## config.mk

```make
export PLATFORM = sky130hd
export DESIGN_NAME = knight_cmd_link_flat
export DESIGN_NICKNAME = d
export VERILOG_FILES = /design/src/rtl/knight_cmd_link_if.sv /design/src/rtl/knight_cmd_link.sv /design/src/flat_wrapper.sv
export SDC_FILE = /design/constraint.sdc
export NUM_CORES = 1
export LEC_CHECK = 0
export BUFFER_PORTS_ARGS = -buffer_cell sky130_fd_sc_hd__buf_2
export CAP_MARGIN = 20
export CORE_ASPECT_RATIO = 1.2
export CORE_UTILIZATION = 55
export CTS_CLUSTER_DIAMETER = 60
export DETAILED_ROUTE_END_ITERATION = 8
export GPL_TIMING_DRIVEN = 0
export PLACE_DENSITY = 0.73
export SLEW_MARGIN = 10
export SYNTH_ARGS = -nofsm -noshare
export SYNTH_HDL_FRONTEND = slang
export SYNTH_SLANG_ARGS = --single-unit
export TNS_END_PERCENT = 10
```

## constraint.sdc

```tcl
create_clock -name clk -period 2.9 [get_ports clk]
set_clock_uncertainty 0.05 [all_clocks]
set_input_delay 0.435 -clock clk [delete_from_list [all_inputs] [get_ports clk]]
set_output_delay 0.435 -clock clk [all_outputs]
set_load 0.02 [all_outputs]
```

## src/rtl/knight_cmd_link_if.sv

```systemverilog
`timescale 1ns/1ps
// knight_cmd_link_if: serial lines plus command/response handshake of the command link
interface knight_cmd_link_if;
  logic RX;
  logic TX;
  logic [15:0] cmd;
  logic cmd_rdy;
  logic clr_cmd_rdy;
  logic [7:0] resp;
  logic send_resp;
  logic tx_busy;
  logic resp_sent;
  logic frm_err;
  modport master (output RX, clr_cmd_rdy, resp, send_resp,
                  input TX, cmd, cmd_rdy, tx_busy, resp_sent, frm_err);
  modport slave (input RX, clr_cmd_rdy, resp, send_resp,
                 output TX, cmd, cmd_rdy, tx_busy, resp_sent, frm_err);
endinterface

```

## src/rtl/knight_cmd_link.sv

```systemverilog
`timescale 1ns/1ps
// knight_cmd_link: UART receiver assembling 16-bit commands plus single-byte response transmitter
module knight_cmd_link #(
  parameter int BAUD_DIV = 2604,
  parameter logic [31:0] BYTE_TMO = 32'd2_000_000
) (
  input logic clk,
  input logic rst,
  knight_cmd_link_if.slave bus
);
  localparam int BW = $clog2(BAUD_DIV + 1);
  localparam logic [BW-1:0] BIT_END = BW'(BAUD_DIV - 1);
  localparam logic [BW-1:0] HALF_END = BW'(BAUD_DIV / 2 - 1);

  typedef enum logic [1:0] {R_IDLE, R_START, R_DATA, R_STOP} rx_state_t;
  typedef enum logic {WAIT_HI, WAIT_LO} pair_state_t;
  typedef enum logic {T_IDLE, T_BUSY} tx_state_t;

  rx_state_t rx_st, rx_nx;
  pair_state_t pair_st, pair_nx;
  tx_state_t tx_st, tx_nx;

  logic rx_ff1, rx_s, rx_prev, rx_vld1, rx_vld2, armed;
  logic [BW-1:0] rx_cnt, tx_cnt;
  logic [2:0] rx_bit;
  logic [3:0] tx_bit;
  logic [7:0] rx_sh, hi;
  logic [8:0] tx_sh;
  logic [31:0] tmo_cnt;
  logic start, rx_tick, byte_ok, byte_bad, tmo, tx_tick, tx_done;

  // armed only after a real synchronized 1, so a line already low out of reset is not a start
  always_ff @(posedge clk)
    if (rst) {rx_ff1, rx_s, rx_prev, rx_vld1, rx_vld2, armed} <= 6'b111000;
    else {rx_ff1, rx_s, rx_prev, rx_vld1, rx_vld2, armed} <=
      {bus.RX, rx_ff1, rx_s, 1'b1, rx_vld1, armed | (rx_vld2 & rx_s)};

  assign start = rx_st == R_IDLE && armed && rx_prev && !rx_s;
  assign rx_tick = rx_cnt == (rx_st == R_START ? HALF_END : BIT_END);
  assign byte_ok = rx_st == R_STOP && rx_tick && rx_s;
  assign byte_bad = rx_st == R_STOP && rx_tick && !rx_s;

  always_comb begin
    rx_nx = rx_st;
    case (rx_st)
      R_IDLE: if (start) rx_nx = R_START;
      R_START: if (rx_tick) rx_nx = rx_s ? R_IDLE : R_DATA;
      R_DATA: if (rx_tick && rx_bit == 3'd7) rx_nx = R_STOP;
      default: if (rx_tick) rx_nx = R_IDLE;
    endcase
  end

  always_ff @(posedge clk)
    if (rst) begin
      rx_st <= R_IDLE;
      rx_cnt <= '0;
      rx_bit <= '0;
      rx_sh <= '0;
    end else begin
      rx_st <= rx_nx;
      rx_cnt <= (rx_st == R_IDLE || rx_tick) ? '0 : rx_cnt + 1'b1;
      if (rx_st == R_DATA && rx_tick) begin
        rx_sh <= {rx_s, rx_sh[7:1]};
        rx_bit <= rx_bit + 1'b1;
      end
    end

  // the low-byte timeout only runs while the receiver is idle waiting for a start edge
  assign tmo = pair_st == WAIT_LO && rx_st == R_IDLE && !start && tmo_cnt == BYTE_TMO - 32'd1;

  always_comb pair_nx = (byte_bad || tmo) ? WAIT_HI :
                        byte_ok ? (pair_st == WAIT_HI ? WAIT_LO : WAIT_HI) : pair_st;

  always_ff @(posedge clk)
    if (rst) begin
      pair_st <= WAIT_HI;
      hi <= '0;
      tmo_cnt <= '0;
      bus.cmd <= '0;
      bus.cmd_rdy <= 1'b0;
      bus.frm_err <= 1'b0;
    end else begin
      pair_st <= pair_nx;
      tmo_cnt <= (pair_st == WAIT_LO && rx_st == R_IDLE && !start) ? tmo_cnt + 32'd1 : '0;
      bus.frm_err <= byte_bad | tmo;
      if (byte_ok && pair_st == WAIT_HI) hi <= rx_sh;
      if (byte_ok && pair_st == WAIT_LO) bus.cmd <= {hi, rx_sh};
      bus.cmd_rdy <= (byte_ok && pair_st == WAIT_LO) ||
                     (bus.cmd_rdy && !bus.clr_cmd_rdy && !(byte_ok && pair_st == WAIT_HI));
    end

  assign tx_tick = tx_cnt == BIT_END;
  assign tx_done = tx_st == T_BUSY && tx_tick && tx_bit == 4'd9;
  assign bus.tx_busy = tx_st == T_BUSY;

  always_comb tx_nx = (tx_st == T_IDLE && bus.send_resp) ? T_BUSY : tx_done ? T_IDLE : tx_st;

  // tx_sh holds the data bits then the stop bit; the start bit is driven straight onto TX
  always_ff @(posedge clk)
    if (rst) begin
      tx_st <= T_IDLE;
      tx_cnt <= '0;
      tx_bit <= '0;
      tx_sh <= '1;
      bus.TX <= 1'b1;
      bus.resp_sent <= 1'b0;
    end else begin
      tx_st <= tx_nx;
      bus.resp_sent <= tx_done;
      tx_cnt <= (tx_st == T_IDLE || tx_tick) ? '0 : tx_cnt + 1'b1;
      if (tx_st == T_IDLE && bus.send_resp) begin
        bus.TX <= 1'b0;
        tx_sh <= {1'b1, bus.resp};
        tx_bit <= '0;
      end else if (tx_st == T_BUSY && tx_tick && !tx_done) begin
        bus.TX <= tx_sh[0];
        tx_sh <= {1'b1, tx_sh[8:1]};
        tx_bit <= tx_bit + 1'b1;
      end
    end
endmodule

```

## src/flat_wrapper.sv

```systemverilog
// flat-port wrapper written by rule: the top's interface ports become plain ports
module knight_cmd_link_flat 
#(
  parameter int BAUD_DIV = 2604,
  parameter logic [31:0] BYTE_TMO = 32'd2_000_000
)
  (clk, rst, bus_RX, bus_clr_cmd_rdy, bus_resp, bus_send_resp, bus_TX, bus_cmd, bus_cmd_rdy, bus_tx_busy, bus_resp_sent, bus_frm_err);
  knight_cmd_link_if bus_i ();
  input logic clk;
  input logic rst;
  input wire logic [$bits(bus_i.RX)-1:0] bus_RX;
  input wire logic [$bits(bus_i.clr_cmd_rdy)-1:0] bus_clr_cmd_rdy;
  input wire logic [$bits(bus_i.resp)-1:0] bus_resp;
  input wire logic [$bits(bus_i.send_resp)-1:0] bus_send_resp;
  output wire logic [$bits(bus_i.TX)-1:0] bus_TX;
  output wire logic [$bits(bus_i.cmd)-1:0] bus_cmd;
  output wire logic [$bits(bus_i.cmd_rdy)-1:0] bus_cmd_rdy;
  output wire logic [$bits(bus_i.tx_busy)-1:0] bus_tx_busy;
  output wire logic [$bits(bus_i.resp_sent)-1:0] bus_resp_sent;
  output wire logic [$bits(bus_i.frm_err)-1:0] bus_frm_err;
  assign bus_i.RX = bus_RX;
  assign bus_i.clr_cmd_rdy = bus_clr_cmd_rdy;
  assign bus_i.resp = bus_resp;
  assign bus_i.send_resp = bus_send_resp;
  assign bus_TX = bus_i.TX;
  assign bus_cmd = bus_i.cmd;
  assign bus_cmd_rdy = bus_i.cmd_rdy;
  assign bus_tx_busy = bus_i.tx_busy;
  assign bus_resp_sent = bus_i.resp_sent;
  assign bus_frm_err = bus_i.frm_err;
  knight_cmd_link #(.BAUD_DIV(BAUD_DIV), .BYTE_TMO(BYTE_TMO)) u_core (.clk(clk), .rst(rst), .bus(bus_i));
endmodule
```

Word level (Yosys, flattened, before mapping):

Cells that the tools add are included.

* register bits after elaboration: 117
* logic and storage cells: 97

* bitwise operators: 6
* equal/unequal tests: 11
* mux-type cells: 15
* add/subtract/negate cells: 5
* reduce and logical (&&, ||, !) cells: 38

Operators with widths (number)
* $add 32x1->32 const B: 1
* $eq 32x21->1 const B: 1
* $add 12x1->12 const B: 2
* $logic_and 1x1->1: 19
* $mux 8: 2
* $eq 12x12->1: 1
* $eq 12x12->1 const B: 1
* $mux 12: 1
* $mux 2: 5
* $reduce_or 2->1: 5
* $mux 1: 6
* $ne 2x1->1 const B: 3
* $pmux 2 s3: 1
* $logic_not 1->1: 5
* $add 4x1->4 const B: 1
* $eq 2x2->1 const B: 2
* $eq 4x4->1 const B: 1
* $logic_or 1x1->1: 4
* $reduce_and 4->1: 1
* $reduce_bool 2->1: 2
* $add 3x1->3 const B: 1
* $eq 3x3->1 const B: 1
* $not 1->1: 3
* $reduce_bool 3->1: 1
* 4 further kinds: 5

Depth between registers and ports, before layout:

* depth in word-level cells: 9
* gate-level depth with buffers: 7
* gate-level depth less buffers: 6

Least setup slack after synthesis:

OpenSTA, ideal clock, no wires.

* path kind: flip-flop to flip-flop
* from: reg u_core.tx_st, in the netlist u_core.bus.tx_busy
* to: reg u_core.tx_sh[1]
* arrival time: 1.939 ns
* cell stages (with the launch flop): 6
* path buffers: 1
* setup slack: 0.825 ns
* path through: dfxtp_1 or4bb_1 or4_1 clkbuf_1 and2_1 a221oi_2

* cells in the longest elaborated chain, start to end: 5
* elaborated cells on any way between the ends: 8
* those cells by class: 1 x mux; 1 x bitwise; 6 x reduce/logical

RTL lines
* start: declaration: RTL line knight_cmd_link.sv:21 `tx_state_t tx_st, tx_nx;`
* start signal: assignment: RTL line knight_cmd_link.sv:108 `tx_st <= tx_nx;`
* $logic_and 1x1->1: RTL line knight_cmd_link.sv:93, knight_cmd_link.sv:115
* $logic_and 1x1->1: RTL line knight_cmd_link.sv:93 `assign tx_done = tx_st == T_BUSY && tx_tick && tx_bit == 4'd9;`
* $logic_not 1->1: RTL line knight_cmd_link.sv:115 `end else if (tx_st == T_BUSY && tx_tick && !tx_done) begin`
* $logic_and 1x1->1: RTL line knight_cmd_link.sv:115
* $reduce_bool 2->1 (no source line)
* end signal: assignment: RTL line knight_cmd_link.sv:113 `tx_sh <= {1'b1, bus.resp};`
* end signal: assignment: RTL line knight_cmd_link.sv:117 `tx_sh <= {1'b1, tx_sh[8:1]};`
* end: declaration: RTL line knight_cmd_link.sv:28 `logic [8:0] tx_sh;`

Several ways; a longest one is shown, not always the timed one.
A chain may end at the register's enable or synchronous reset.

Worst setup path after layout:

* from: reg u_core.rx_cnt[4]
* to: reg u_core.bus.frm_err

* cells in the longest elaborated chain, start to end: 4

RTL lines
* start: declaration: RTL line knight_cmd_link.sv:24 `logic [BW-1:0] rx_cnt, tx_cnt;`
* start signal: assignment: RTL line knight_cmd_link.sv:61 `rx_cnt <= (rx_st == R_IDLE || rx_tick) ? '0 : rx_cnt + 1'b1;`
* $eq 12x12->1: RTL line knight_cmd_link.sv:39 `assign rx_tick = rx_cnt == (rx_st == R_START ? HALF_END : BIT_END);`
* $logic_and 1x1->1 (2 in series): RTL line knight_cmd_link.sv:41 `assign byte_bad = rx_st == R_STOP && rx_tick && !rx_s;`
* $or 1x1->1: RTL line knight_cmd_link.sv:85 `bus.frm_err <= byte_bad | tmo;`
* end signal: assignment: RTL line knight_cmd_link.sv:85
* end: declaration: RTL line knight_cmd_link_if.sv:17 `output TX, cmd, cmd_rdy, tx_busy, resp_sent, frm_err);`

Every way passes these cells.

==> results.py <==
metrics = {
    "finish": {
        "final_nets": 675,
        "layout-drive-gt1-share_pct": 11.4,
        "seqCellArea_um2": 2340,
        "multi_input_area_um2": 2710,
        "antenna_cells": 0,
        "syn2layout_area_growth_pct": 16.7,
        "final_core_util_pct": 67.2,
        "fillers": 809,
    },
    "synthesis": {
        "synth-compound-area-share_pct": 16.3,
        "synth_area_um2": 5280,
        "synthMuxAreaShare_pct": 0.568,
        "synthXorXnorAreaFrac_pct": 5.30,
        "synthSimpleGateAreaFrac_pct": 27.4,
        "ys_async_sr_fraction_pct": 0,
        "synth_seq_cells": 117,
        "syn-mean-instance-area_um2": 8.76,
        "synth-edff-count": 0,
        "synth_top_family_by_area": "simple AND/OR/NAND/NOR gates",
        "syn_inst": 603,
        "syn-num-nets": 623,
        "yosysUniqueCellTypes": 48,
        "seq_area_frac_synth_pct": 44.3,
        "ys_warn_count": 0,
        "synth_ff_type": "dfxtp_1",
        "yosys.area_share.adder_pct": 1.66,
    },
    "sta": {
        "finalSetupTns_ps": 0,
        "finalCriticalPeriod_ps": 2390,
        "post-route-period-util_pct": 82.5,
        "rsz0062_at_grt": "no",
        "max_freq_mhz": 418,
        "hold_viol": 0,
        "worst_slack_ps": 508,
        "relSlewSlack_pct": 48.8,
        "setup_violations": 0,
        "report.final.slew_viol_count": 0,
        "tightest_slew_ps": 762,
    },
    "floorplan": {
        "core_um2": 9180,
        "io_pins": 34,
        "die_y_um": 109,
        "initial_core_util_pct": 57.6,
        "die_area_um2": 10000,
        "rows": 38,
        "die_w_um": 91.5,
    },
    "cts": {
        "ctsResizeCount": 0,
        "clock-root-buffer": "clkbuf_8",
        "clockBufferDepth": 2,
        "numCtsBuffers": 17,
        "htreeDepth": 4,
        "postCtsSetupBuffers": 0,
        "clock-sinks": 117,
        "clk_pin_slew_ps": 50,
        "cts_tree": "yes",
        "ctsHoldBuffers": 0,
        "clk_latency_ps": 520,
    },
    "hold_path": {
        "hold_path_end": "u_core.rx_ff1$_SDFF_PP1_",
        "hold_depth": 2,
        "hold_class": "in -> reg",
        "worstHoldStart": "bus_RX",
    },
    "worst_setup_path": {
        "r2r-end": "u_core.bus.frm_err$_SDFF_PP0_",
        "crit_arrival_ps": 2740,
        "critPathMaxFanout": 10,
        "r2r.worst_path.cells": 7,
        "start_kind": "flop",
        "critPathCaptureType": "flop",
        "cp.required_ps": 3240,
        "reg2reg_slack_ps": 510,
        "reg2reg_from": "u_core.rx_cnt[4]$_SDFF_PP0_",
        "crit_type": "reg -> reg",
    },
    "detailed_routing": {
        "via_count": 4752,
        "ant_nets": 0,
        "first_pass_iters": 5,
        "drt-initial-drc-count": 176,
        "drc": 0,
        "wire_per_inst_um": 15.6,
        "viasPerCell": 6.04,
        "wl_mm": 12.3,
    },
    "placement": {
        "gp_congestion": 0.888,
        "dp_hpwl_mm": 8.34,
        "post-place-ws_ps": 604,
        "io_buffers": 33,
    },
    "pwr": {
        "leakagePower_uw": 0.00200,
        "p_per_area_nw_per_um2": 599,
        "p_int_uw": 2930,
        "swShare_pct": 20.8,
        "p_clk_share_pct": 53.9,
        "irDropWorstVdd_mv": 0.483,
        "switchingPower_uw": 769,
        "p_comb_share_pct": 2.0,
        "seqPwrFrac_pct": 44.1,
    },
    "global_routing": {
        "grt_pass1_vias": 4394,
        "grt_usage_pct": 26.0,
        "grt_max_degree": 17,
        "overflow": 0,
        "grt_pass1_wl_mm": 20.5,
        "antenna_found_initial": 0,
    },
    "run": {
        "maxCapViolCount": 0,
    },
    "outcome": {
        "status": "finished clean",
    },
}
-- sequential cells by signal (all words and copies together) (netlist names), 2 cells and up --
| name | cells |
|---|---|
| u_core.tmo_cnt | 32 |
| u_core.bus.cmd | 16 |
| u_core.rx_cnt | 12 |
| u_core.tx_cnt | 12 |
| u_core.hi | 8 |
| u_core.rx_sh | 8 |
| u_core.tx_sh | 8 |
| u_core.tx_bit | 4 |
| u_core.rx_bit | 3 |
| u_core.rx_st | 2 |
-- worst max-delay path, cell delays in order (launching register included) --
cell	delay (ps)
dfxtp_1	300
clkbuf_1	280
a22oi_1	190
nand4_1	190
clkbuf_1	440
clkbuf_1	450
nor4_1	140
o21a_1	230
-- final cells by class --
class                      instances  share of cell area (%)
multi-input combinational        425                    44.0
sequential                       117                    38.0
clock buffer                      22                    7.51
buffer                            48                    2.96
timing repair buffer              33                    2.68
tap                              120                    2.44
clock inverter                     9                    1.66
inverter                          13                   0.792
-- power by group through the flow --
| stage | clock, uW | sequential [uW] | combinational (uW) |
|---|---|---|---|
| 4_1_cts | 2010 | 1630 | 74.9 |
| 2_1_floorplan | 0 | 1660 | 46.1 |
| 6_report | 1990 | 1630 | 74.6 |
| 3_3_place_gp | 0 | 1660 | 72.8 |
| 3_5_place_dp | 0 | 1660 | 74.8 |
| 5_1_grt | 2100 | 1630 | 82.9 |
-- stage by stage --
stage / power (uW) / cells / hold slack [ps] / area, um^2
after global routing: 3810 / 787 / 52.5 / 6160
after CTS: 3720 / 787 / 38.2 / 6160
after global placement: 1740 / 756 / 342 / 5600
after detailed placement: 1740 / 756 / 350 / 5600
after floorplan: 1710 / 603 / 339 / 5280
final: 3690 / 787 / 53.3 / 6160
-- synth_stat cells (2+ instances only) --
library cell / instances / area (um^2)
dfxtp_1: 117 / 2340
a21oi_1: 58 / 290
nand4_1: 46 / 288
clkbuf_1: 44 / 165
o31ai_1: 38 / 285
nor2_1: 37 / 139
nand3_1: 34 / 170
nor3_1: 23 / 115
nand2_1: 19 / 71.3
o21ai_0: 19 / 95.1
xor2_1: 18 / 158
or4_1: 16 / 120
xnor2_1: 14 / 123
inv_1: 12 / 45.0
and2_1: 11 / 68.8
and4_1: 11 / 96.3
nor4_1: 10 / 62.6
ha_1: 7 / 87.6
or3_1: 7 / 43.8
and3_1: 6 / 37.5
a221oi_2: 5 / 75.1
nand2b_1: 4 / 25.0
or2_2: 4 / 25.0
and3b_1: 3 / 26.3
mux2i_1: 3 / 30.0
nand3b_1: 3 / 22.5
nor2b_1: 3 / 18.8
nor3b_1: 3 / 22.5
nor4b_1: 3 / 26.3
o21a_1: 3 / 22.5
a211oi_1: 2 / 15.0
a221oi_1: 2 / 17.5
buf_1: 2 / 7.51
buf_2: 2 / 10.0
-- cell families after synthesis --
family                     count (synthesis)
and+or+nand+nor                          249
AOI/OAI and AO/OA                        134
DFF                                      117
buffers and inverters                     61
xor gates and xnor gates                  32
adders and majority gates                  7
muxes                                      3
-- routing by layer --
layer | up-vias | global-route usage, % | wire length, um
li1 | 2362 | - | -
met1 | 2244 | 31.3 | 5670
met2 | 121 | 44.7 | 5940
met3 | 25 | 5.12 | 458
met4 | 0 | 12.6 | 240
met5 | - | 0 | 0
-- cells in the final DEF (no fill, tap or decap), types with 19 or more instances in the layout --
cell | Yosys | layout
dfxtp_1 | 117 | 117
a21oi_1 | 58 | 58
clkbuf_1 | 44 | 46
nand4_1 | 46 | 46
o31ai_1 | 38 | 38
nor2_1 | 37 | 37
buf_2 | 2 | 35
nand3_1 | 34 | 34
nor3_1 | 23 | 23
o21ai_0 | 19 | 19
nand2_1 | 19 | 19
-- worst max-delay path by stage --
stage,end,cells past startpoint,slack (ps),startpoint
after detailed placement,u_core.tx_bit[1]$_SDFFE_PP0P_,5,600,u_core.tx_cnt[7]$_SDFF_PP0_
after CTS,u_core.bus.frm_err$_SDFF_PP0_,7,580,u_core.rx_cnt[4]$_SDFF_PP0_
final,u_core.bus.frm_err$_SDFF_PP0_,7,510,u_core.rx_cnt[4]$_SDFF_PP0_
after global placement,u_core.tx_sh[6]$_SDFFE_PP1P_,6,650,u_core.tx_cnt[7]$_SDFF_PP0_
after global routing,u_core.tmo_cnt[19]$_SDFF_PP0_,6,360,u_core.tmo_cnt[2]$_SDFF_PP0_
after floorplan,u_core.tx_sh[1]$_SDFFE_PP1P_,5,820,u_core.bus.tx_busy$_SDFFE_PP0P_
Note: power is estimated with default switching activity, not from simulation.
